==> config.mk <==
export PLATFORM = sky130hd
export DESIGN_NAME = chb_stream
export DESIGN_NICKNAME = d
export VERILOG_FILES = /design/src/rtl/chb_pkg.sv /design/src/rtl/chb_fifo.sv /design/src/rtl/chb_stream.sv
export SDC_FILE = /design/constraint.sdc
export NUM_CORES = 1
export LEC_CHECK = 0
export BUFFER_PORTS_ARGS = -buffer_cell sky130_fd_sc_hd__buf_2
export CORE_ASPECT_RATIO = 1.2
export CORE_MARGIN = 10
export CORE_UTILIZATION = 50
export CTS_CLUSTER_DIAMETER = 80
export DETAILED_ROUTE_END_ITERATION = 12
export PLACE_DENSITY = 0.75
export SLEW_MARGIN = 20
export SYNTH_ARGS = -nofsm -noshare
export SYNTH_HDL_FRONTEND = slang
export SYNTH_SLANG_ARGS = --single-unit
==> constraint.sdc <==
create_clock -name clk -period 6.4 [get_ports clk]
set_input_delay 0.96 -clock clk [delete_from_list [all_inputs] [get_ports clk]]
set_output_delay 0.96 -clock clk [all_outputs]
set_load 0.02 [all_outputs]
==> src/rtl/chb_pkg.sv <==
// Shared defaults and select-decoding helper for the coded-symbol channel buffer.
package chb_pkg;

  localparam int W_DEF     = 2;
  localparam int N_DEF     = 3;
  localparam int DEPTH_DEF = 4;

  // Widest strobe vector the decoder helper accepts.
  localparam int MAX_N = 32;
  localparam int IDX_W = $clog2(MAX_N);

  typedef logic [$clog2(N_DEF)-1:0] bank_idx_t;

  typedef struct packed {
    logic             is_zero;
    logic             is_onehot;
    logic [IDX_W-1:0] index;
  } onehot_t;

  function automatic onehot_t onehot_chk(input logic [MAX_N-1:0] vec);
    onehot_t res;
    int      cnt;
    res = '0;
    cnt = 0;
    for (int i = 0; i < MAX_N; i++) begin
      if (vec[i]) begin
        cnt       = cnt + 1;
        res.index = IDX_W'(i);
      end
    end
    res.is_zero   = (cnt == 0);
    res.is_onehot = (cnt == 1);
    return res;
  endfunction

endpackage

==> src/rtl/chb_fifo.sv <==
// Small synchronous FIFO; head is read straight from the register array.
module chb_fifo #(
  parameter int W     = 2,
  parameter int DEPTH = 4
) (
  input  logic                       clk,
  input  logic                       rst,
  input  logic                       push,
  input  logic                       pop,
  input  logic [W-1:0]               din,
  output logic [W-1:0]               dout,
  output logic                       full,
  output logic                       empty,
  output logic [$clog2(DEPTH+1)-1:0] level
);

  localparam int AW = $clog2(DEPTH);
  localparam int LW = $clog2(DEPTH+1);

  logic [W-1:0]  mem [DEPTH];
  logic [AW-1:0] wr_ptr;
  logic [AW-1:0] rd_ptr;
  logic          do_push;
  logic          do_pop;

  assign full    = (level == LW'(DEPTH));
  assign empty   = (level == '0);
  assign do_pop  = pop && !empty;
  assign do_push = push && (!full || do_pop);
  assign dout    = mem[rd_ptr];

  always_ff @(posedge clk or negedge rst) begin
    if (!rst) begin
      for (int i = 0; i < DEPTH; i++) mem[i] <= '0;
      wr_ptr <= '0;
      rd_ptr <= '0;
      level  <= '0;
    end else begin
      if (do_push) begin
        mem[wr_ptr] <= din;
        wr_ptr      <= wr_ptr + AW'(1);
      end
      if (do_pop) rd_ptr <= rd_ptr + AW'(1);
      case ({do_push, do_pop})
        2'b10:   level <= level + LW'(1);
        2'b01:   level <= level - LW'(1);
        default: level <= level;
      endcase
    end
  end

endmodule

==> src/rtl/chb_stream.sv <==
// Bank-select alignment stage feeding a ready/valid symbol FIFO, with
// sticky illegal-select and overflow flags.
module chb_stream
  import chb_pkg::*;
#(
  parameter int W     = W_DEF,
  parameter int N     = N_DEF,
  parameter int DEPTH = DEPTH_DEF
) (
  input  logic                       clk,
  input  logic                       rst,
  input  logic                       en,
  input  logic [N-1:0]               rd_sel,
  input  logic [N*W-1:0]             sym_in,
  input  logic                       clr,
  output logic [W-1:0]               out_data,
  output logic                       out_valid,
  input  logic                       out_ready,
  output logic [$clog2(DEPTH+1)-1:0] level,
  output logic [$clog2(N)-1:0]       last_bank,
  output logic                       sel_err,
  output logic                       ovf
);

  localparam int BW = $clog2(N);

  logic [MAX_N-1:0] sel_ext;
  onehot_t          chk;
  logic             sel_bad;
  logic             pend;
  logic [BW-1:0]    bank_q;
  logic [W-1:0]     push_data;
  logic             full;
  logic             empty;
  logic             pop;
  logic             push_ok;
  logic             drop;

  always_comb begin
    sel_ext         = '0;
    sel_ext[N-1:0]  = rd_sel;
    chk             = onehot_chk(sel_ext);
    sel_bad         = en && !chk.is_zero && !chk.is_onehot;
  end

  // Bank data arrives one cycle after its strobe, so the registered index picks the slice.
  always_comb begin
    push_data = '0;
    for (int i = 0; i < N; i++) begin
      if (bank_q == BW'(i)) push_data = sym_in[i*W +: W];
    end
  end

  // Handshake: a symbol transfers on any rising edge where out_valid && out_ready;
  // out_valid never depends on out_ready, and out_data holds while out_valid && !out_ready.
  assign out_valid = !empty;
  assign pop       = out_valid && out_ready;
  assign push_ok   = pend && (!full || pop);
  assign drop      = pend && full && !pop;

  always_ff @(posedge clk or negedge rst) begin
    if (!rst) begin
      pend      <= 1'b0;
      bank_q    <= '0;
      last_bank <= '0;
      sel_err   <= 1'b0;
      ovf       <= 1'b0;
    end else begin
      pend <= en && chk.is_onehot;
      if (en && chk.is_onehot) bank_q <= BW'(chk.index);
      if (push_ok) last_bank <= bank_q;
      if (sel_bad)  sel_err <= 1'b1;
      else if (clr) sel_err <= 1'b0;
      if (drop)     ovf <= 1'b1;
      else if (clr) ovf <= 1'b0;
    end
  end

  chb_fifo #(
    .W     (W),
    .DEPTH (DEPTH)
  ) u_fifo (
    .clk   (clk),
    .rst   (rst),
    .push  (push_ok),
    .pop   (pop),
    .din   (push_data),
    .dout  (out_data),
    .full  (full),
    .empty (empty),
    .level (level)
  );

endmodule

; ---- Word level (Yosys, flattened, before mapping)
; Index checks and enable logic that the tools add are counted.
[totals]
word_cells = 70
output_inout_bits = 10
ff_bits = 22
[op_classes]
eq_ne = 6
muxes = 18
order_cmp = 3
reduce_logical = 23
add_sub_neg = 6
bitwise = 2
[ops]
columns = operator, n
row1 = $add A32 B2 Y32 const B, 2
row2 = $mux W32, 2
row3 = $eq A32 B2 Y1 const B, 1
row4 = $logic_not A32 Y1, 1
row5 = $mux W2, 7
row6 = $logic_and A1 B1 Y1, 10
row7 = $bwmux W8, 1
row8 = $ge A3 B3 Y1 const B, 2
row9 = $not A2 Y3, 2
row10 = $pmux W3 S2, 1
row11 = $reduce_bool A2 Y1, 3
row12 = $logic_not A1 Y1, 5
row13 = $mux W1, 5
row14 = $add A2 B1 Y2 const B, 2
row15 = $bmux W2 S2, 1
row16 = $demux W2 S2, 1
row17 = $eq A2 B1 Y1 const B, 2
row18 = $eq A2 B2 Y1 const B, 2
row19 = $add A3 B1 Y3 const B, 1
row20 = $eq A3 B3 Y1 const B, 1
row21 = $logic_not A3 Y1, 1
row22 = $lt A3 B1 Y1 const B, 1
row23 = $sub A3 B1 Y3 const B, 1
row24 = $logic_not A2 Y1, 1
row25 = $logic_or A1 B1 Y1, 2

; ---- Longest topological paths before layout
[logic_depth]
depth_word = 10
depth_mapped = 9
mapped_depth_nobuf = 8

; ---- By module
; Synthesis repeated with hierarchy kept, for this count alone.
[unflattened]
cells_unflattened = 103
area_unflattened_um2 = 1194.9
[modules_own_cells]
columns = module, area_each_um2, cells_each, seq_area_each_um2, n_inst
row1 = chb_fifo, 782.0, 59, 375.4, 1
row2 = chb_stream, 412.9, 44, 175.2, 1

; ---- Worst setup path after synthesis
; Ideal clock, no wire load.
[synth_path]
kind = input port to flip-flop
from = input port out_ready
to = register u_fifo.level[2]
setup_slack_ns = 3.669
cell_stages = 9
n_path_buf = 1
setup_ns = 0.080
arrival_time_ns = 2.651
cell_sequence = or4b_1 -> buf_6 -> nand2_8 -> ha_1 -> inv_1 -> fa_1 -> xor2_1 -> nor2_1 -> xor2_1
[synth_between]
elab_chain_len = 6
elab_cells_between_ends = 10
cone_classes = eq/ne (2) / mux (1) / reduce/logical (7)
[synth_lines]
columns = element, line
row1 = from (decl), chb_stream.sv:18  ; input logic out_ready,
row2 = $logic_and A1 B1 Y1 *, chb_stream.sv:57  ; assign pop = out_valid && out_ready;
row3 = $logic_or A1 B1 Y1 / $logic_and A1 B1 Y1 (equally long branches), "chb_stream.sv:58, chb_fifo.sv:28"
row4 = $logic_and A1 B1 Y1 / $logic_or A1 B1 Y1 (equally long branches), "chb_stream.sv:58, chb_fifo.sv:29"
row5 = $logic_and A1 B1 Y1, chb_fifo.sv:29  ; assign do_push = push && (!full || do_pop);
row6 = $eq A2 B1 Y1 / $eq A2 B2 Y1 (equally long branches), chb_fifo.sv:44  ; case ({do_push, do_pop})
row7 = $pmux W3 S2 / $reduce_bool A2 Y1 (equally long branches), --
row8 = to (signal assigned), chb_fifo.sv:45  ; 2'b10: level <= level + LW'(1);
row9 = to (signal assigned), chb_fifo.sv:46  ; 2'b01: level <= level - LW'(1);
row10 = to (signal assigned), chb_fifo.sv:47  ; default: level <= level;
row11 = to (decl), chb_fifo.sv:14  ; output logic [$clog2(DEPTH+1)-1:0] level
; Mark *: on every way between the ends. The rest lies on a longest branch, timed or not.
; A chain may end at the register's enable or synchronous reset.

; ---- Worst setup path after layout
; Ends and elaborated chain as after synthesis.

==> results.md <==
- Status: finished clean
- Ant diodes: 0
- Synthesized area: approximately 1200 µm²
- Net Sw Power: approximately 210 µW
- Final net count: 139
- Clock root cell: clkbuf_4
- M2 GR Usage: between 10% and 20%
- DR vias: 740
- Leak: approximately 0.00067 µW
- Required time worst endpoint: approximately 6600 ps
- Layout cells sized above 1: a little over a third
- Number of synthesized flops with an enable pin: 0
- RSZ-0062 raised after global routing: false
- I/O pin total: 24
- Sequential cell area fraction in the yosys report: 46.5%
- Critical Path Start Type: input port
- CTS Buffer Depth: 2
- Tcrit/Tclk final: roughly 43%
- Data arrival time of the critical path: 2980 ps
- Pins Over Slew Limit: 0
- Met1 usage: approximately 10%
- Fin crit period: 2750 ps
- CTS Sinks: 22
- Hold buffers post-CTS: 0
- Synth Flop Type: dfrtp_1
- Drt drc: 0
- Pwr/cell area: slightly above 400 nW/µm²
- Skew final: about 3.3 ps
- Setup TNS after final layout: 0 ps
- Critical path fanouts, max: 6
- Die area: between 4000 and 5000 µm²
- Mux cell area share after synthesis: about a fifth
- Vias in the first global route: roughly 810
- Area share of fa/ha/maj cells after synthesis: 9.08%
- Asr flop ratio synth: between 90% and 100%
- I/O Buffers: 23
- Post-Synth Simple-Gate Area: between 10% and 20%
- Grt met3 use: under 10%
- GR Util All Layers: under 10%
- Worst vdd ir: roughly 0.23 mV
- Clock power frac: a little over a tenth
- P_int: roughly 340 µW
- Worst-skew pair later-pin latency: approximately 300 ps
- Post-synth cell types: 28
- Seq pwr share: between 40 and 50%
- Syn nets: ~110
- Vias per cell: between 5 and 6
- Placer's final routability congestion estimate: between 0.7 and 0.8
- GRT busiest layer: met2
- Top cell type's share of synthesized area: between 40% and 50%
- Post-Syn Instances: 90
- Htree depth: 1
- Min-delay worst type: flip-flop to flip-flop
- Largest family of logic cells by synthesized area: multiplexers
- TritonRoute pass-1 iters: 2
- Area grow syn2layout: 13.9%
- Most frequent cell after synthesis: dfrtp_1
- Crit Path Class: input port to flip-flop
- First-pass GRT wire length: 3600 µm
- Ys Warns: 0
- Comb pwr share: 44.2%
- List of most frequent post-synthesis cells: dfrtp_1 (22), inv_1 (12), ha_1 (7)
- Core ar.: between 2000 and 2500 µm²
- CTS tree: done
- # setup viols final: 0
- Maxcap violations: 0
- Initial antenna violation count: 0
- Post-CTS Resized: 0
- Tightest Pin Transition: approximately 480 ps
- DRT antenna net count: 0
- Initial core utilization: approximately 52%
- Final WL: about 2100 µm
- Die height: 73.3 µm
- Clock transition at path regs: 110 ps
- Max frequency: about 360 MHz
- DR iter-0 viols: 10
- Crit end category: flip-flop
- Yosys reg bits: 22
- Area leader, netlist: dfrtp_1
- Final Hold Vio Count: 0
- Relative slew slack: about 68%
- Post-CTS Setup Repair Bufs: 0
- Die X: 64.4 µm
- Area contributors post-synth: dfrtp_1 (46%), ha_1 (7.4%), mux2_4 (6.3%), mux2_1 (5.7%), inv_1 (3.8%)
- Hold Slack: about 500 ps
- XOR/XNOR share of the synthesized area: under 10%
- Row cnt: 19
- Sw frac: just under 40%
- TritonCTS Buffers: 3
- WL per Instance: 14.2 µm
- Largest net degree at the start of global routing: 23
- Final global-route overflow total: 0
- Compound-Gate Fraction of Synth Area: ~4.5%
- DP HPWL: between 1500 and 2000 µm
- Syn avg cell area: about 13 µm²
==> layout make-up <==
cell class | instances | area, µm²
inverter | 12 | 45.0
timing repair buffer | 23 | 115
clock buffer | 3 | 22.5
fill | 218 | 932
multi-input combinational | 55 | 578
sequential | 22 | 551
tap | 31 | 38.8
==> cell usage in the layout, fill, tap and decap left out, types with 3 or more instances in the layout <==
cell,n
xnor2_1,3
clkbuf_4,3
buf_2,23
xor2_1,3
mux2_4,5
mux2_1,6
ha_1,7
dfrtp_1,22
inv_1,12
nand3_2,3
==> final timing paths <==
path,to,start,slack [ps],cells after the start
worst max-delay path,u_fifo.level[2],out_ready,3650,9
worst min-delay path,u_fifo.mem[3],u_fifo.mem[3],500,1
worst max register to register,u_fifo.level[2],u_fifo.level[1],3910,8
worst min register to register,u_fifo.mem[3],u_fifo.mem[3],500,1
max in group asynchronous,u_fifo.mem[3],rst,5470,1
min in group asynchronous,u_fifo.wr_ptr[1],rst,600,1
==> routing by layer <==
metal | share of wire (%) | vias to the layer above
li1 | - | 355
met1 | 43 | 366
met2 | 51 | 15
met3 | 4.6 | 4
met4 | 1.6 | 0
met5 | 0 | -
==> power by group through the flow <==
stage / Clock, µW / Sequential, µW / Combinational [µW]
2_1_floorplan: 0 / 259 / 168
3_3_place_gp: 0 / 247 / 237
3_5_place_dp: 0 / 252 / 249
4_1_cts: 63.1 / 249 / 250
5_1_grt: 67.6 / 258 / 268
6_report: 60.6 / 247 / 244
==> flip-flops by register name, indices dropped and copies added (netlist names) <==
name           count
u_fifo.level       3
last_bank          2
u_fifo.mem         8
pend               1
u_fifo.wr_ptr      2
sel_err            1
ovf                1
bank_q             2
u_fifo.rd_ptr      2
==> cell families (layout without fill, tap and decap cells) <==
family,Yosys count,count (layout)
XOR/XNOR,6,6
buffers and inverters,13,38
flip-flops,22,22
AO/OA/AOI/OAI,8,8
AND/OR/NAND/NOR,16,16
multiplexers,17,17
adder cells (fa/ha/maj),8,8
==> stage by stage <==
stage	setup WS (ps)	instances	total power [µW]	area [µm²]	utilization (%)
2_1_floorplan	3670	90	427	1180	-
3_3_place_gp	3370	143	484	1330	58.2
3_5_place_dp	3330	143	501	1330	58.2
4_1_cts	3650	146	562	1350	59.2
5_1_grt	3570	146	593	1350	59.2
6_report	3650	146	552	1350	59.2
==> critical path, stage by stage <==
cell and delay, ps:
buf_2 110, or4b_1 700, nand2_8 190, ha_1 190
inv_1 60, fa_1 370, xor2_1 150, nor2_1 110
xor2_1 150
(Power assumes the default switching activity.)
